==> src/rtl/ws2812_symbol_decoder_pkg.sv <==
// ws2812_symbol_decoder_pkg
//   Shared types and constants for the WS2812 symbol decoder:
//   - default 100 MHz timing thresholds (cycles)
//   - decoder FSM state enum
//   - threshold bundle (fields widened to WS_THRESH_W so one struct serves any CNT_W <= 16)
//   - window-compare helper
package ws2812_symbol_decoder_pkg;

  localparam int WS_THRESH_W = 16;

  // Default thresholds at 100 MHz. TRESET_MIN needs CNT_W >= 13.
  localparam logic [WS_THRESH_W-1:0] T0H_MIN_100MHZ    = 16'd30;
  localparam logic [WS_THRESH_W-1:0] T0H_MAX_100MHZ    = 16'd45;
  localparam logic [WS_THRESH_W-1:0] T1H_MIN_100MHZ    = 16'd60;
  localparam logic [WS_THRESH_W-1:0] T1H_MAX_100MHZ    = 16'd90;
  localparam logic [WS_THRESH_W-1:0] TLOW_MAX_100MHZ   = 16'd110;
  localparam logic [WS_THRESH_W-1:0] TRESET_MIN_100MHZ = 16'd5000;

  typedef enum logic [1:0] {
    IDLE = 2'd0,
    HIGH = 2'd1,
    LOW  = 2'd2,
    ERR  = 2'd3
  } ws_dec_state_e;

  typedef struct packed {
    logic [WS_THRESH_W-1:0] t0h_min;
    logic [WS_THRESH_W-1:0] t0h_max;
    logic [WS_THRESH_W-1:0] t1h_min;
    logic [WS_THRESH_W-1:0] t1h_max;
    logic [WS_THRESH_W-1:0] tlow_max;
    logic [WS_THRESH_W-1:0] treset_min;
  } ws_dec_thresh_t;

  // Inclusive window test; lo > hi gives an empty window.
  function automatic logic in_window(input logic [WS_THRESH_W-1:0] val,
                                     input logic [WS_THRESH_W-1:0] lo,
                                     input logic [WS_THRESH_W-1:0] hi);
    return (val >= lo) && (val <= hi);
  endfunction

endpackage

==> src/rtl/ws2812_symbol_decoder_sync_edge.sv <==
// ws_sync_edge
//   Synchronises the asynchronous data line through SYNC_STAGES flops and keeps
//   a registered copy of the synchronised level for edge detection.
// Ports
//   i_clk, i_reset_n : clock, async active-low reset
//   i_din            : raw asynchronous line
//   o_level          : synchronised line level
//   o_rise / o_fall  : combinational edge flags (level vs. its registered copy)
module ws_sync_edge #(
  parameter int SYNC_STAGES = 2
) (
  input  logic i_clk,
  input  logic i_reset_n,
  input  logic i_din,
  output logic o_level,
  output logic o_rise,
  output logic o_fall
);

  logic [SYNC_STAGES-1:0] sync_r;
  logic                   prev_r;

  // Synchroniser shift chain plus delayed copy of its output.
  always_ff @(posedge i_clk or negedge i_reset_n) begin
    if (!i_reset_n) begin
      sync_r <= '0;
      prev_r <= 1'b0;
    end else begin
      sync_r <= {sync_r[SYNC_STAGES-2:0], i_din};
      prev_r <= sync_r[SYNC_STAGES-1];
    end
  end

  assign o_level = sync_r[SYNC_STAGES-1];
  assign o_rise  = o_level & ~prev_r;
  assign o_fall  = ~o_level & prev_r;

endmodule

==> src/rtl/ws2812_symbol_decoder.sv <==
// ws2812_symbol_decoder
//   WS2812 serial-line symbol decoder. Measures high/low phase widths with one
//   saturating counter, classifies bits by programmable windows (T1H has
//   priority), polices the low phase, detects the latch gap as end-of-frame and
//   hands bits out through a 1-entry valid/ready buffer.
// Ports
//   i_clk, i_reset_n     : clock, async active-low reset
//   i_enable             : 0 holds FSM in IDLE with counter cleared
//   i_din                : raw WS2812 line
//   i_t0h_min..i_treset_min : live thresholds in cycles
//   o_bit / o_bit_valid / i_bit_ready : decoded bit handshake
//   o_frame_end          : 1-cycle pulse on latch gap
//   o_err_timing         : 1-cycle pulse on window violation
//   o_overflow           : sticky, bit dropped with buffer full; i_clr_err clears
module ws2812_symbol_decoder
  import ws2812_symbol_decoder_pkg::*;
#(
  parameter int CNT_W       = 10,
  parameter int SYNC_STAGES = 2
) (
  input  logic             i_clk,
  input  logic             i_reset_n,
  input  logic             i_enable,
  input  logic             i_din,
  input  logic [CNT_W-1:0] i_t0h_min,
  input  logic [CNT_W-1:0] i_t0h_max,
  input  logic [CNT_W-1:0] i_t1h_min,
  input  logic [CNT_W-1:0] i_t1h_max,
  input  logic [CNT_W-1:0] i_tlow_max,
  input  logic [CNT_W-1:0] i_treset_min,
  output logic             o_bit,
  output logic             o_bit_valid,
  input  logic             i_bit_ready,
  output logic             o_frame_end,
  output logic             o_err_timing,
  output logic             o_overflow,
  input  logic             i_clr_err
);

  logic             level_s, rise_s, fall_s;
  ws_dec_state_e    state_r;
  logic [CNT_W-1:0] cnt_r;
  logic [CNT_W-1:0] cnt_inc_s;
  logic [WS_THRESH_W-1:0] cnt_ext_s;
  ws_dec_thresh_t   thr_s;
  logic             offer_r;
  logic             offer_bit_r;
  logic             ovf_set_s;

  ws_sync_edge #(.SYNC_STAGES(SYNC_STAGES)) u_sync (
    .i_clk     (i_clk),
    .i_reset_n (i_reset_n),
    .i_din     (i_din),
    .o_level   (level_s),
    .o_rise    (rise_s),
    .o_fall    (fall_s)
  );

  assign thr_s.t0h_min    = WS_THRESH_W'(i_t0h_min);
  assign thr_s.t0h_max    = WS_THRESH_W'(i_t0h_max);
  assign thr_s.t1h_min    = WS_THRESH_W'(i_t1h_min);
  assign thr_s.t1h_max    = WS_THRESH_W'(i_t1h_max);
  assign thr_s.tlow_max   = WS_THRESH_W'(i_tlow_max);
  assign thr_s.treset_min = WS_THRESH_W'(i_treset_min);

  // Counter saturates at all-ones so a stuck line never wraps into a window.
  assign cnt_inc_s = (cnt_r == '1) ? cnt_r : cnt_r + CNT_W'(1);
  assign cnt_ext_s = WS_THRESH_W'(cnt_r);

  // Decoder FSM: phase counting, classification and event pulses.
  always_ff @(posedge i_clk or negedge i_reset_n) begin
    if (!i_reset_n) begin
      state_r      <= IDLE;
      cnt_r        <= '0;
      offer_r      <= 1'b0;
      offer_bit_r  <= 1'b0;
      o_frame_end  <= 1'b0;
      o_err_timing <= 1'b0;
    end else begin
      offer_r      <= 1'b0;
      o_frame_end  <= 1'b0;
      o_err_timing <= 1'b0;
      cnt_r        <= cnt_inc_s;
      if (!i_enable) begin
        state_r <= IDLE;
        cnt_r   <= '0;
      end else begin
        case (state_r)
          IDLE: begin
            if (rise_s) begin
              state_r <= HIGH;
              cnt_r   <= CNT_W'(1);
            end
          end
          HIGH: begin
            if (fall_s) begin
              if (in_window(cnt_ext_s, thr_s.t1h_min, thr_s.t1h_max)) begin
                offer_r     <= 1'b1;
                offer_bit_r <= 1'b1;
                state_r     <= LOW;
                cnt_r       <= CNT_W'(1);
              end else if (in_window(cnt_ext_s, thr_s.t0h_min, thr_s.t0h_max)) begin
                offer_r     <= 1'b1;
                offer_bit_r <= 1'b0;
                state_r     <= LOW;
                cnt_r       <= CNT_W'(1);
              end else begin
                o_err_timing <= 1'b1;
                state_r      <= ERR;
              end
            end
          end
          LOW: begin
            if (cnt_ext_s == thr_s.treset_min) begin
              o_frame_end <= 1'b1;
              state_r     <= IDLE;
            end else if (rise_s) begin
              if (cnt_ext_s > thr_s.tlow_max) begin
                o_err_timing <= 1'b1;
                state_r      <= ERR;
                cnt_r        <= '0;
              end else begin
                state_r <= HIGH;
                cnt_r   <= CNT_W'(1);
              end
            end
          end
          ERR: begin
            // Every rise restarts the count, so only a genuine latch gap recovers.
            if (rise_s) begin
              cnt_r <= '0;
            end else if (!level_s && (cnt_ext_s == thr_s.treset_min)) begin
              state_r <= IDLE;
            end
          end
          default: begin
            state_r <= IDLE;
            cnt_r   <= '0;
          end
        endcase
      end
    end
  end

  assign ovf_set_s = offer_r & o_bit_valid & ~i_bit_ready;

  // One-entry output buffer with sticky overflow (set beats clear).
  always_ff @(posedge i_clk or negedge i_reset_n) begin
    if (!i_reset_n) begin
      o_bit       <= 1'b0;
      o_bit_valid <= 1'b0;
      o_overflow  <= 1'b0;
    end else begin
      if (offer_r && (!o_bit_valid || i_bit_ready)) begin
        o_bit       <= offer_bit_r;
        o_bit_valid <= 1'b1;
      end else if (!offer_r && o_bit_valid && i_bit_ready) begin
        o_bit_valid <= 1'b0;
      end
      if (ovf_set_s) begin
        o_overflow <= 1'b1;
      end else if (i_clr_err) begin
        o_overflow <= 1'b0;
      end
    end
  end

endmodule

==> config.mk <==
export PLATFORM = sky130hd
export DESIGN_NAME = ws2812_symbol_decoder
export DESIGN_NICKNAME = d
export VERILOG_FILES = /design/src/rtl/ws2812_symbol_decoder_pkg.sv /design/src/rtl/ws2812_symbol_decoder_sync_edge.sv /design/src/rtl/ws2812_symbol_decoder.sv
export SDC_FILE = /design/constraint.sdc
export NUM_CORES = 1
export LEC_CHECK = 0
export ABC_AREA = 0
export CORE_UTILIZATION = 50
export DETAILED_ROUTE_END_ITERATION = 8
export GPL_TIMING_DRIVEN = 0
export PLACE_DENSITY = 0.87
export SLEW_MARGIN = 10
export SYNTH_ARGS = -nofsm -noshare
export SYNTH_HDL_FRONTEND = slang
export SYNTH_SLANG_ARGS = --single-unit
==> constraint.sdc <==
create_clock -name i_clk -period 2.6 [get_ports i_clk]
set_input_delay 0.78 -clock i_clk [delete_from_list [all_inputs] [get_ports i_clk]]
set_output_delay 0.78 -clock i_clk [all_outputs]
set_load 0.05 [all_outputs]
==> flow_metrics.py <==
metrics = {
    "sta": {
        "worst_pin_slew_ns": 0.994,
        "fin_skew_ns": 0.00194,
        "drv_slew": 0,
        "hold_ws_ns": 0.361,
        "fin_ws_ns": -0.202,
        "max_freq_mhz": 357,
        "setup_viol": 14,
        "hold_viol": 0,
        "min_period_ns": 2.80,
        "tns_ns": -2.19,
        "timing.final.crit_share_pct": 108,
        "maxSlewHeadroom_pct": 33.5,
    },
    "placed_design": {
        "dp_hpwl_um": 5360,
        "pre_cts_slack_ns": -0.582,
        "dp_cells": 452,
        "portBuffers": 70,
        "routabilityCongestion": 0.921,
    },
    "floorplanning": {
        "rows": 26,
        "dieArea_um2": 5610,
        "io_pins": 71,
        "start_util_pct": 52.0,
        "die_h_um": 74.9,
        "design.core.area_um2": 5110,
        "die_w_um": 74.9,
    },
    "layout": {
        "antenna_cells": 0,
        "final_common_cell": "clkdlybuf4s50_1",
        "final-seq-area_um2": 551,
        "mostFrequentLayoutCells": "clkdlybuf4s50_1 (54), inv_1 (45), ha_1 (41)",
        "layout.cells.non_filler": 464,
        "multi_input_area_um2": 2180,
        "area_growth_pct": 46.5,
        "drive_above_1_share_pct": 18.8,
        "nets": 517,
        "fillers": 320,
    },
    "grt": {
        "grt_pass1_wl_um": 11600,
        "antenna_found_initial": 0,
        "gr-usage-all-layers_pct": 27.4,
        "grt.overflow.total": 0,
        "grt_pass1_vias": 2670,
        "grt_max_degree": 23,
    },
    "clock_tree": {
        "cts-htree-levels": 1,
        "clk_pin_slew_worst_paths_ns": 0.08,
        "clk_path_buf_depth": 2,
        "cts_tree": "done",
        "cts_num_sinks": 22,
        "cts-buffers-inserted": 3,
        "ctsRootBufferMaster": "clkbuf_8",
        "insertion_delay_ns": 0.27,
    },
    "synthesis": {
        "syn_nets": 434,
        "synth_flop_cell": "dfrtp_1",
        "syn_area_um2": 2660,
        "ys_seq_elements": 22,
        "syn_avg_cell_area_um2": 8.52,
        "synth_edf_count": 0,
        "syn_inst": 312,
        "yosysWarnings": 0,
        "yosysUniqueCellTypes": 51,
        "ys_seq_area_share_pct": 20.7,
        "async_flop_share_pct": 100,
    },
    "power_and_ir_drop": {
        "finalPower_mw": 1.44,
        "p_leak_nw": 1.87,
        "power.density_nw_per_um2": 371,
        "peakVddDrop_mv": 0.360,
    },
    "worst_hold_path": {
        "hold_path.class": "reg -> reg",
        "min_from": "u_sync.sync_r[0]$_DFF_PN0_",
    },
    "drt": {
        "drtAntennaViolNets": 0,
        "wl_per_cell_um": 18.7,
        "wl_um": 8690,
        "drt_iter0_markers": 139,
        "vias": 2732,
        "drc": 0,
        "vias_per_cell": 5.89,
        "dr.pass1.iters": 4,
    },
    "run_status": {
        "status": "complete, but fails checks",
        "violations": "negative setup slack",
    },
    "setup_path": {
        "critical_path.startpoint": "i_t1h_max[2]",
        "critPathLaunchType": "input pin",
        "crit_path_max_fanout": 5,
        "required_ns": 2.77,
        "worstSetupPathType": "in -> reg",
        "critPathCaptureType": "register",
        "cp.arrival_ns": 2.97,
        "timing.rr.start": "cnt_r[3]$_DFF_PN0_",
    },
    "run": {
        "drv_cap": 0,
    },
}
[worst max-delay path: stages]
cell and delay (ns):
dlygate4sd2_1 0.21, inv_1 0.06, ha_1 0.27, and4_1 0.24, buf_4 0.13, nand4_1 0.26, o21ai_2 0.22, a21oi_2 0.11
o32ai_4 0.41, buf_6 0.20, a21oi_2 0.07
[cell usage after synthesis, types with 4 or more instances]
cell type | n | share of area, %
a211oi_1 | 4 | 1.1
o21a_1 | 8 | 2.3
o2bb2ai_1 | 9 | 3.0
nand3_1 | 9 | 1.7
xnor2_1 | 10 | 3.3
nand4_1 | 11 | 2.6
nor2b_1 | 7 | 1.6
a21oi_1 | 22 | 4.1
ha_1 | 56 | 26
dfrtp_1 | 22 | 21
nor2_1 | 10 | 1.4
nand2_1 | 20 | 2.8
o21ai_0 | 7 | 1.3
inv_1 | 56 | 7.9
a31oi_1 | 4 | 0.94
nand2b_1 | 6 | 1.4
[logic make-up (layout without fill, tap and decap cells)]
family / count (synthesis) / after routing / synth area share, %
buffers and inverters: 59 / 141 / 8.71
adder cells (fa/ha/maj): 56 / 56 / 26.4
multiplexers: 3 / 3 / 1.27
XOR/XNOR: 13 / 13 / 4.99
AND/OR/NAND/NOR: 78 / 78 / 16.1
flip-flops: 22 / 22 / 20.7
AO/OA/AOI/OAI: 81 / 81 / 21.8
[registers in the layout (all words and copies together) (netlist names)]
name / flops
cnt_r: 10
o_bit: 1
o_bit_valid: 1
o_err_timing: 1
o_frame_end: 1
o_overflow: 1
offer_bit_r: 1
offer_r: 1
state_r: 2
u_sync.prev_r: 1
u_sync.sync_r: 2
[stage by stage]
step	cell area, um^2	utilization [%]
6_report	3890	76.2
5_1_grt	3890	76.2
3_3_place_gp	3450	67.5
3_5_place_dp	3450	67.5
4_1_cts	3670	71.8
2_1_floorplan	2660	-
[worst paths after layout]
kind	slack, ns	cells after the start	end
worst max register to register	-0.15	9	state_r[0]$_DFFE_PN0P_
max in group asynchronous	0.95	1	cnt_r[3]$_DFF_PN0_
worst max-delay path	-0.20	11	state_r[0]$_DFFE_PN0P_
worst min register to register	0.36	0	u_sync.sync_r[1]$_DFF_PN0_
min in group asynchronous	1.05	1	o_bit_valid$_DFFE_PN0P_
worst min-delay path	0.36	0	u_sync.sync_r[1]$_DFF_PN0_
[layout make-up]
| type | instances | area share (%) |
|---|---|---|
| multi-input combinational | 231 | 56.1 |
| tap | 70 | 2.25 |
| inverter | 56 | 5.40 |
| clock buffer | 4 | 1.41 |
| buffer | 3 | 0.707 |
| timing repair buffer | 78 | 20.0 |
| sequential | 22 | 14.1 |
[where the power goes]
group | leakage [nW] | internal [mW] | total [mW] | switching (mW)
registers | 0.297 | 0.371 | 0.433 | 0.0616
clock network | 0.0288 | 0.135 | 0.251 | 0.115
logic | 1.54 | 0.358 | 0.759 | 0.401
[timing repair]
item,4_1_cts,5_1_grt
hold endpoints to repair,0,0
hold buffers,0,0
gates resized for setup,31,46
gates cloned,1,0
setup endpoints to repair,12,15
buffers inserted,7,2
pin swaps,26,25
[routing by layer]
metal  track usage, %  vias up  share of wire, %
li1                 -     1279                 -
met1             30.3     1271                38
met2             52.3      132                50
met3             4.02       50               6.7
met4             11.1        0               5.4
met5                0        -                 0
(Power assumes the default switching activity.)
